[config.mk]
export PLATFORM = sky130hd
export DESIGN_NAME = stream_upsizer
export DESIGN_NICKNAME = d
export VERILOG_FILES = /design/src/rtl/stream_upsizer.sv
export SDC_FILE = /design/constraint.sdc
export NUM_CORES = 1
export LEC_CHECK = 0
export ABC_AREA = 1
export BUFFER_PORTS_ARGS = -buffer_cell sky130_fd_sc_hd__buf_4
export CORE_MARGIN = 3
export CORE_UTILIZATION = 55
export CTS_BUF_LIST = sky130_fd_sc_hd__clkbuf_4 sky130_fd_sc_hd__clkbuf_8 sky130_fd_sc_hd__clkbuf_16
export DETAILED_ROUTE_END_ITERATION = 12
export PLACE_DENSITY = 0.81
export SYNTH_ARGS = -nofsm -noshare
export SYNTH_HDL_FRONTEND = slang
export SYNTH_SLANG_ARGS = --single-unit
[constraint.sdc]
create_clock -name clk -period 1.7 [get_ports clk]
set_clock_uncertainty 0.2 [all_clocks]
set_input_delay 0.085 -clock clk [delete_from_list [all_inputs] [get_ports clk]]
set_output_delay 0.085 -clock clk [all_outputs]
set_load 0.05 [all_outputs]
[src/rtl/stream_upsizer.sv]
// Packs RATIO narrow valid/ready beats into one registered wide output word.
// Optional UPSIZER_LAST_EN adds s_last/m_last/m_keep for early word termination.
module stream_upsizer #(
    parameter int unsigned WIDTH = 8,
    parameter int unsigned RATIO = 4
) (
    input  logic                     clk,
    input  logic                     rstn,
    input  logic                     s_valid,
    output logic                     s_ready,
    input  logic [WIDTH-1:0]         s_data,
`ifdef UPSIZER_LAST_EN
    input  logic                     s_last,
`endif
    output logic                     m_valid,
    input  logic                     m_ready,
    output logic [WIDTH*RATIO-1:0]   m_data
`ifdef UPSIZER_LAST_EN
    ,
    output logic                     m_last,
    output logic [RATIO-1:0]         m_keep
`endif
);

    localparam int unsigned IDX_W  = (RATIO > 1) ? $clog2(RATIO) : 1;
    localparam int unsigned ACC_W  = WIDTH * (RATIO - 1);
    localparam logic [IDX_W-1:0] LAST_IDX = IDX_W'(RATIO - 1);

    logic [ACC_W-1:0]       acc;
    logic [IDX_W-1:0]       idx;
    logic                   accept_c;
    logic                   final_c;
    logic [WIDTH*RATIO-1:0] word_c;
`ifdef UPSIZER_LAST_EN
    logic [RATIO-1:0]       keep_c;
`endif

    // Handshake and word-completion decode
    always_comb begin
`ifdef UPSIZER_LAST_EN
        s_ready = !m_valid || m_ready;
        final_c = (idx == LAST_IDX) || s_last;
`else
        s_ready = (idx != LAST_IDX) || !m_valid || m_ready;
        final_c = (idx == LAST_IDX);
`endif
        accept_c = s_valid && s_ready;
    end

    // Lanes at and above idx in acc are always zero, so the completing beat
    // only needs to be dropped into lane idx.
    always_comb begin
        word_c = {{WIDTH{1'b0}}, acc};
`ifdef UPSIZER_LAST_EN
        keep_c = '0;
`endif
        for (int unsigned k = 0; k < RATIO; k++) begin
            if (IDX_W'(k) == idx) begin
                word_c[k*WIDTH +: WIDTH] = s_data;
            end
`ifdef UPSIZER_LAST_EN
            keep_c[k] = (IDX_W'(k) <= idx);
`endif
        end
    end

    // Accumulator, lane counter and output register
    always_ff @(posedge clk) begin
        if (!rstn) begin
            acc     <= '0;
            idx     <= '0;
            m_valid <= 1'b0;
            m_data  <= '0;
`ifdef UPSIZER_LAST_EN
            m_last  <= 1'b0;
            m_keep  <= '0;
`endif
        end else begin
            if (m_ready) begin
                m_valid <= 1'b0;
            end
            if (accept_c) begin
                if (final_c) begin
                    acc     <= '0;
                    idx     <= '0;
                    m_valid <= 1'b1;
                    m_data  <= word_c;
`ifdef UPSIZER_LAST_EN
                    m_last  <= s_last;
                    m_keep  <= keep_c;
`endif
                end else begin
                    for (int unsigned k = 0; k < RATIO - 1; k++) begin
                        if (IDX_W'(k) == idx) begin
                            acc[k*WIDTH +: WIDTH] <= s_data;
                        end
                    end
                    idx <= idx + IDX_W'(1);
                end
            end
        end
    end

endmodule

# --- Word level (Yosys, flattened, before mapping) ---
# Index checks and enable logic that the tools add are counted.
op_classes:
  addsub: 1
  n_eq_ne: 5
  muxes: 9
  reduce_logical: 6
ops:
  columns: ["operator", "count"]
  rows:
  - ["$mux W8", 4]
  - ["$mux W24", 1]
  - ["$eq A2 B2 Y1 const A", 2]
  - ["$mux W1", 3]
  - ["$add A2 B1 Y2 const B", 1]
  - ["$eq A1 B2 Y1 const A", 1]
  - ["$eq A2 B2 Y1 const B", 1]
  - ["$logic_not A2 Y1", 1]
  - ["$logic_or A1 B1 Y1", 2]
  - ["$mux W2", 1]
  - ["$ne A2 B2 Y1 const B", 1]
  - ["$reduce_and A2 Y1", 1]
  - ["$logic_and A1 B1 Y1", 1]
  - ["$logic_not A1 Y1", 1]
totals:
  regBits: 59
  in_bits: 12
  output_inout_bits: 34
  word_cells: 25

# --- Logic depth before layout (Yosys ltp) ---
# Gate-level depths: netlist of run 1.
logic_depth:
  word_depth: 5
  depth_mapped: 8
  ltp_nobuf: 7

# --- Worst setup path before layout of run 1 ---
# OpenSTA, ideal clock, no wires.
synth_timing:
  kind: "register to register"
  from: "reg m_valid"
  to: "reg m_valid"
  setup_ns: 0.109
  arrival_time_ns: 1.392
  required_time_ns: 1.391
  path_slack_ns: -0.001
  stages_incl_launch_ff: 8
  path_buffers: 2
  synth_period_minus_slack_ns: 1.701
  cell_sequence: "dfxtp_1 -> nand2_2 -> nand3_2 -> buf_6 -> buf_6 -> nand2_1 -> nand2_1 -> inv_1"
synth_between:
  elab_chain_cells: 5
  word_cells_on_any_way: 7
  classes_between: "mux (3); reduce/logical (4)"
synth_rtl:
  columns: ["element", "line_no", "rtl"]
  rows:
  - ["start, declared", "15", "output logic m_valid,"]
  - ["start signal, assigned", "72", "m_valid <= 1'b0;"]
  - ["start signal, assigned", "80", "m_valid <= 1'b0;"]
  - ["start signal, assigned", "86", "m_valid <= 1'b1;"]
  - ["$logic_not A1 Y1", "44", "s_ready = (idx != LAST_IDX) || !m_valid || m_ready;"]
  - ["$logic_or A1 B1 Y1 (2 in series)", "44", null]
  - ["$logic_and A1 B1 Y1", "47", "accept_c = s_valid && s_ready;"]
  - ["$mux W1 (*)", "82", "if (accept_c) begin"]
# Every way passes the cells marked *; elsewhere a longest branch is shown, timed or not.
# A chain may end at the register's enable or synchronous reset.

# --- Worst setup path after layout of run 1 ---
layout_timing:
  from: "reg idx[0]"
  to: "reg m_data[14]"
layout_between:
  elab_chain_cells: 5
  word_cells_on_any_way: 8
  classes_between: "eq/ne (3); mux (1); reduce/logical (4)"
layout_rtl:
  columns: ["element", "line_no", "rtl"]
  rows:
  - ["start, declared", "30", "logic [IDX_W-1:0] idx;"]
  - ["start signal, assigned", "98", "idx <= idx + IDX_W'(1);"]
  - ["$ne A2 B2 Y1", "44", null]
  - ["$logic_or A1 B1 Y1 (2 in series)", "44", null]
  - ["$logic_and A1 B1 Y1", "47", null]
  - ["$reduce_and A2 Y1 (no line)", null, null]
  - ["end signal, assigned", "87", "m_data <= word_c;"]
  - ["end, declared", "17", "output logic [WIDTH*RATIO-1:0] m_data"]
# Parallel ways exist; a longest one is shown, timed or not.

==> flow_summary.json, run 1 <==
{
  "dieArea_um2": 5850,
  "final_layout_size_suffix_gt1_frac": 0.176,
  "hp-class": "in2reg",
  "place_hpwl_um": 4060,
  "cts_setup_buffers": 0,
  "rsz0062_at_grt": "true",
  "grt_start_max_net_pins": 43,
  "synth_ff_type": "dfxtp_1",
  "syn_nets": 411,
  "p_leak_nw": 1.60,
  "crit_fanout": 24,
  "yosysUniqueCellTypes": 19,
  "startpoint_type": "flip-flop",
  "final_util": 0.722,
  "drtPass1Iterations": 5,
  "overflow": 0,
  "num_rows": 25,
  "crit_arrival_ps": 1640,
  "syn_to_final_growth_pct": 25.7,
  "synthTopCellsByCount": "nand2_1 (155), dfxtp_1 (59), inv_1 (58), a21oi_1 (33), nor2_1 (26)",
  "worst_slew_pin_slew_ps": 393,
  "drv_cap": 0,
  "irDropWorstVdd_uv": 677,
  "dieWidth_um": 76.5,
  "async_flop_share": 0,
  "syn_inst": 395,
  "drv_slew": 0,
  "power.density_nw_per_um2": 939,
  "num_vias": 2577,
  "core-area_um2": 4750,
  "cp.required_ps": 1720,
  "path_clk_slew_ps": 60,
  "worstSetupPathType": "reg2reg",
  "antenna_found_initial": 0,
  "antenna_cells": 0,
  "numCtsBuffers": 9,
  "worstPathCellList": "ha_2 > nand3_2 > buf_4 > o21bai_1 > nor2_1",
  "dr_wl_met3_um": 481,
  "wl_met2_um": 3080,
  "ys_seq_elements": 59,
  "cts_buffer_depth": 2,
  "grt_pass1_wl_um": 10900,
  "met1_length_um": 2660,
  "final_cells": 522,
  "top_layer_used": "met4",
  "vias_per_cell": 4.94,
  "htreeDepth": 3,
  "yosysWarningCount": 0,
  "synth_top_area_cell": "dfxtp_1",
  "synth_area_leaders": "dfxtp_1 (43%), nand2_1 (21%), inv_1 (8.0%), o21bai_1 (6.6%), a21oi_1 (6.0%)",
  "setup_viol": 0,
  "ys_seq_area_frac": 0.432,
  "hold_violations": 0,
  "max_freq_mhz": 616,
  "cpPeakStageDelay_ps": 380,
  "fin_crit_ps": 1620,
  "dp_cells": 496,
  "numClockSinks": 59,
  "cts-root-buf": "clkbuf_8",
  "portBuffers": 45,
  "nNetsFinal": 466,
  "clock_latency_ps": 330,
  "synth_edf_count": 0,
  "reg2regPathDepth": 5,
  "fp.dieH_um": 76.5,
  "initial_core_util": 0.574,
  "io_pins": 46,
  "gp_congestion": 0.774,
  "slew_headroom": 0.738,
  "drc": 0,
  "crit_slowest_cell": "dfxtp_1",
  "crit_path_end_kind": "flip-flop",
  "grt_use_total": 0.233,
  "synth_area_um2": 2730,
  "cts_tree": "done",
  "grt_pass1_vias": 2508,
  "period_share": 0.955,
  "drt-initial-drc-count": 196,
  "wl_per_cell_um": 12.3,
  "yosysTopAreaCellShare": 0.432,
  "yosysMostFrequentCell": "nand2_1",
  "routed_wl_um": 6410,
  "ant_nets": 0,
  "run_status": "complete, no violations",
  "avgSynthCellArea_um2": 6.91,
  "hold_depth": 5
}
state kept, by name, indices dropped and copies added, names as in the netlist:
signal and cells:
acc 24, m_data 32, idx 2, m_valid 1
where the power goes:
group          internal (mW)  switching (mW)
clock                  0.847           0.521
sequential              1.42          0.0226
combinational          0.150           0.256
placed cells by master (no fill, tap or decap):
cell type        n
bufinv_16        1
nand2_2          1
buf_4           53
nor2_1          26
nand3_2          1
nand4_1          8
dfxtp_2          1
nand3_4          1
nand2_1        155
inv_1           56
inv_2            2
o21ai_0          1
ha_2             1
dfxtp_1         58
clkbuf_4         3
buf_12           2
ha_1             3
dlygate4sd3_1   10
o21bai_1        24
a21oi_1         33
nor2_4           1
clkbuf_8        12
nand2_4          1
nand3_1          1
per-layer routing:
layer / vias up / global-route usage
li1: 1305 / -
met1: 1149 / 0.261
met2: 102 / 0.403
met3: 21 / 0.0638
met4: 0 / 0.120
met5: - / 0
final cells by class:
| type | instances | area, µm² |
|---|---|---|
| Clock buffer | 15 | 188 |
| Clock inverter | 1 | 30.0 |
| Fill cell | 393 | 1320 |
| Inverter | 58 | 218 |
| Multi-Input combinational cell | 257 | 1190 |
| Sequential cell | 59 | 1180 |
| Tap cell | 67 | 83.8 |
| Timing Repair Buffer | 65 | 538 |
worst paths after layout:
check / start / end / slack [ps]
max: idx[0] / m_data[14] / 80
min: m_ready / idx[1] / 10
max reg2reg: idx[0] / m_data[14] / 80
min reg2reg: acc[17] / acc[17] / 260
critical path, delay by kind of cell, from the launching register on:
family          cells  cell delay [ps]
fa+ha+maj           1              290
simple gates        2              200
compound gates      1              190
flops               1              380
buf+inv             1              240
cells by family after synthesis:
family,count (synthesis),synth area share
simple gates,195,0.290
buf+inv,79,0.131
compound gates,58,0.128
flops,59,0.432
fa+ha+maj,4,0.0183
timing repair:
item                                    CTS  global route
endpoints found under the hold margin    52             0
hold buffers                             10             0
resized for setup                         1             2
endpoints found under the setup margin    1            15
stage by stage:
stage	setup slack (ps)	setup TNS [ps]	instance area [µm²]	power [mW]	hold slack, ps
global route	-21.7	-90.6	3430	3.36	54.9
CTS	71.2	0	3430	3.25	1.88
finish	76.5	0	3430	3.22	12.6
detailed placement	56.7	0	3110	1.86	87.5
global placement	139	0	3110	1.85	98.1
floorplan	72.4	0	2730	1.74	-17.4
Power figures use the tool's default switching activity.
==> run 2: changes to the inputs <==
--- a/config.mk
+++ b/config.mk
@@ -7,11 +7,13 @@
 export LEC_CHECK = 0
 export ABC_AREA = 1
 export BUFFER_PORTS_ARGS = -buffer_cell sky130_fd_sc_hd__buf_4
+export CELL_PAD_IN_SITES_DETAIL_PLACEMENT = 0
+export CELL_PAD_IN_SITES_GLOBAL_PLACEMENT = 2
 export CORE_MARGIN = 3
-export CORE_UTILIZATION = 55
+export CORE_UTILIZATION = 30
 export CTS_BUF_LIST = sky130_fd_sc_hd__clkbuf_4 sky130_fd_sc_hd__clkbuf_8 sky130_fd_sc_hd__clkbuf_16
 export DETAILED_ROUTE_END_ITERATION = 12
-export PLACE_DENSITY = 0.81
+export PLACE_DENSITY = 0.8
 export SYNTH_ARGS = -nofsm -noshare
 export SYNTH_HDL_FRONTEND = slang
 export SYNTH_SLANG_ARGS = --single-unit
==> flow_summary.json, run 2 (synthesis results as in run 1) <==
{
  "gp_congestion": 0.734,
  "vias_per_cell": 4.37,
  "pre_cts_ws_ps": 79.4,
  "cts-root-buf": "clkbuf_8",
  "htreeDepth": 3,
  "max_freq_mhz": 613,
  "antenna_found_initial": 0,
  "cts_tree": "done",
  "r2r-start": "idx[0]",
  "overflow": 0,
  "setup_viol": 0,
  "routed_wl_um": 7030,
  "reg2regPathDepth": 7,
  "slew_headroom": 0.786,
  "rsz0062_at_grt": "false",
  "drv_cap": 0,
  "crit_fanout": 4,
  "final_cells": 564,
  "fin_crit_ps": 1630,
  "grt_pass1_vias": 2373,
  "io_pins": 46,
  "drt-initial-drc-count": 101,
  "worst_slew_pin_slew_ps": 321,
  "fp.dieH_um": 101,
  "dieWidth_um": 101,
  "crit_path_end_kind": "output pin",
  "setup_ws_ps": 69.7,
  "regMostFlops": "m_data",
  "drtPass1Iterations": 5,
  "crit_slowest_cell": "dfxtp_2",
  "ant_nets": 0,
  "grt_pass1_wl_um": 11900,
  "core-area_um2": 8760,
  "num_rows": 34,
  "cp.required_ps": 1410,
  "worstPathCellList": "ha_4 > nand3_4 > buf_4 > buf_4",
  "drc": 0,
  "path_clk_slew_ps": 60,
  "r2r_slack_ps": 150,
  "fin_setup_tns_ps": 0,
  "drv_slew": 0,
  "cpPeakStageDelay_ps": 380,
  "cts_setup_buffers": 0,
  "largest_register_ffs": 32,
  "final_layout_size_suffix_gt1_frac": 0.182,
  "hp-class": "in2reg",
  "portBuffers": 45,
  "antenna_cells": 0,
  "nNetsFinal": 467,
  "period_share": 0.959,
  "finalPower_mw": 3.04,
  "p_leak_nw": 1.61,
  "num_vias": 2464,
  "irDropWorstVdd_uv": 395,
  "power.density_nw_per_um2": 870,
  "wl_per_cell_um": 12.5,
  "n_fill_cell": 932,
  "initial_core_util": 0.312,
  "final_util": 0.399,
  "syn_to_final_growth_pct": 28.0,
  "cp-endpoint": "s_ready",
  "grt_use_total": 0.149,
  "hold_violations": 0,
  "layout_common_cells": "nand2_1 (155), inv_1 (56), dfxtp_1 (56)",
  "worst_r2r_endpoint": "acc[16]",
  "startpoint_type": "flip-flop",
  "worstSetupPathType": "reg2out",
  "final_common_cell": "nand2_1",
  "numCtsBuffers": 9,
  "dieArea_um2": 10300,
  "run_status": "complete, no violations",
  "dp_cells": 538,
  "reg_top3": "m_data x32, acc x24, idx x2",
  "cts_buffer_depth": 2,
  "clock_latency_ps": 330,
  "worst_path_most_repeated_cell": "buf_4",
  "crit_arrival_ps": 1350,
  "place_hpwl_um": 4390,
  "critical_path.startpoint": "idx[0]",
  "numClockSinks": 59,
  "grt_start_max_net_pins": 59
}
-- run 2: cell count changes in the layout (fill, tap and decap cells not counted) --
cell | previous run | this run
ha_2 | 1 | 0
buf_4 | 53 | 52
dfxtp_2 | 1 | 3
dfxtp_1 | 58 | 56
buf_12 | 2 | 4
bufinv_16 | 1 | 0
clkbuf_8 | 12 | 11
clkinv_2 | 0 | 2
ha_4 | 0 | 1
-- run 2: worst min path at each step --
stage                     slack, ps      end     from  cells after the start
after floorplan                 -20  m_valid     rstn                      2
after global placement           90  m_valid     rstn                      3
after detailed placement         90  m_valid     rstn                      3
after CTS                       110   idx[1]  m_ready                      6
after global routing            150  m_valid  m_ready                      7
final                           130   idx[1]  m_ready                      6
-- run 2: final cells by class --
cell class                      instances  area [µm²]  area share
Clock buffer                           14         174      0.0497
Clock inverter                          2        10.0     0.00286
Inverter                               58         218      0.0623
Multi-Input combinational cell        257        1200       0.344
Sequential cell                        59        1180       0.339
Tap cell                              108         135      0.0387
Timing Repair Buffer                   66         571       0.163
-- run 2: report_power, final --
part | switching, mW | total, mW | internal [mW]
clock network | 0.527 | 1.18 | 0.653
logic | 0.258 | 0.411 | 0.153
registers | 0.0246 | 1.45 | 1.43
total | 0.809 | 3.04 | 2.23
-- run 2: metal layers --
| metal | routed length [µm] | up-vias | GRT usage |
|---|---|---|---|
| met3 | 313 | 12 | 0.0441 |
| li1 | - | 1312 | - |
| met4 | 139 | 0 | 0.0573 |
| met1 | 3380 | 1081 | 0.191 |
| met2 | 3200 | 59 | 0.235 |
| met5 | 0 | - | 0 |
-- run 2: what timing repair did --
item / 4_1_cts / 5_1_grt
hold buffers: 10 / 0
hold endpoints to repair: 56 / 0
resized for setup: 3 / 3
endpoints found under the setup margin: 1 / 18
-- run 2: stage by stage --
| stage | hold WS, ps | instance area (µm²) |
|---|---|---|
| 6_report | 129 | 3500 |
| 5_1_grt | 149 | 3500 |
| 4_1_cts | 112 | 3490 |
| 3_5_place_dp | 85.9 | 3200 |
| 3_3_place_gp | 85.5 | 3200 |
| 2_1_floorplan | -17.4 | 2730 |
-- run 2: critical path, delay by kind of cell (launching register included) --
| family | cells | cell delay, ps |
|---|---|---|
| flip-flops | 1 | 380 |
| adder cells (fa/ha/maj) | 1 | 200 |
| AND/OR/NAND/NOR | 1 | 90 |
| buffers and inverters | 2 | 330 |
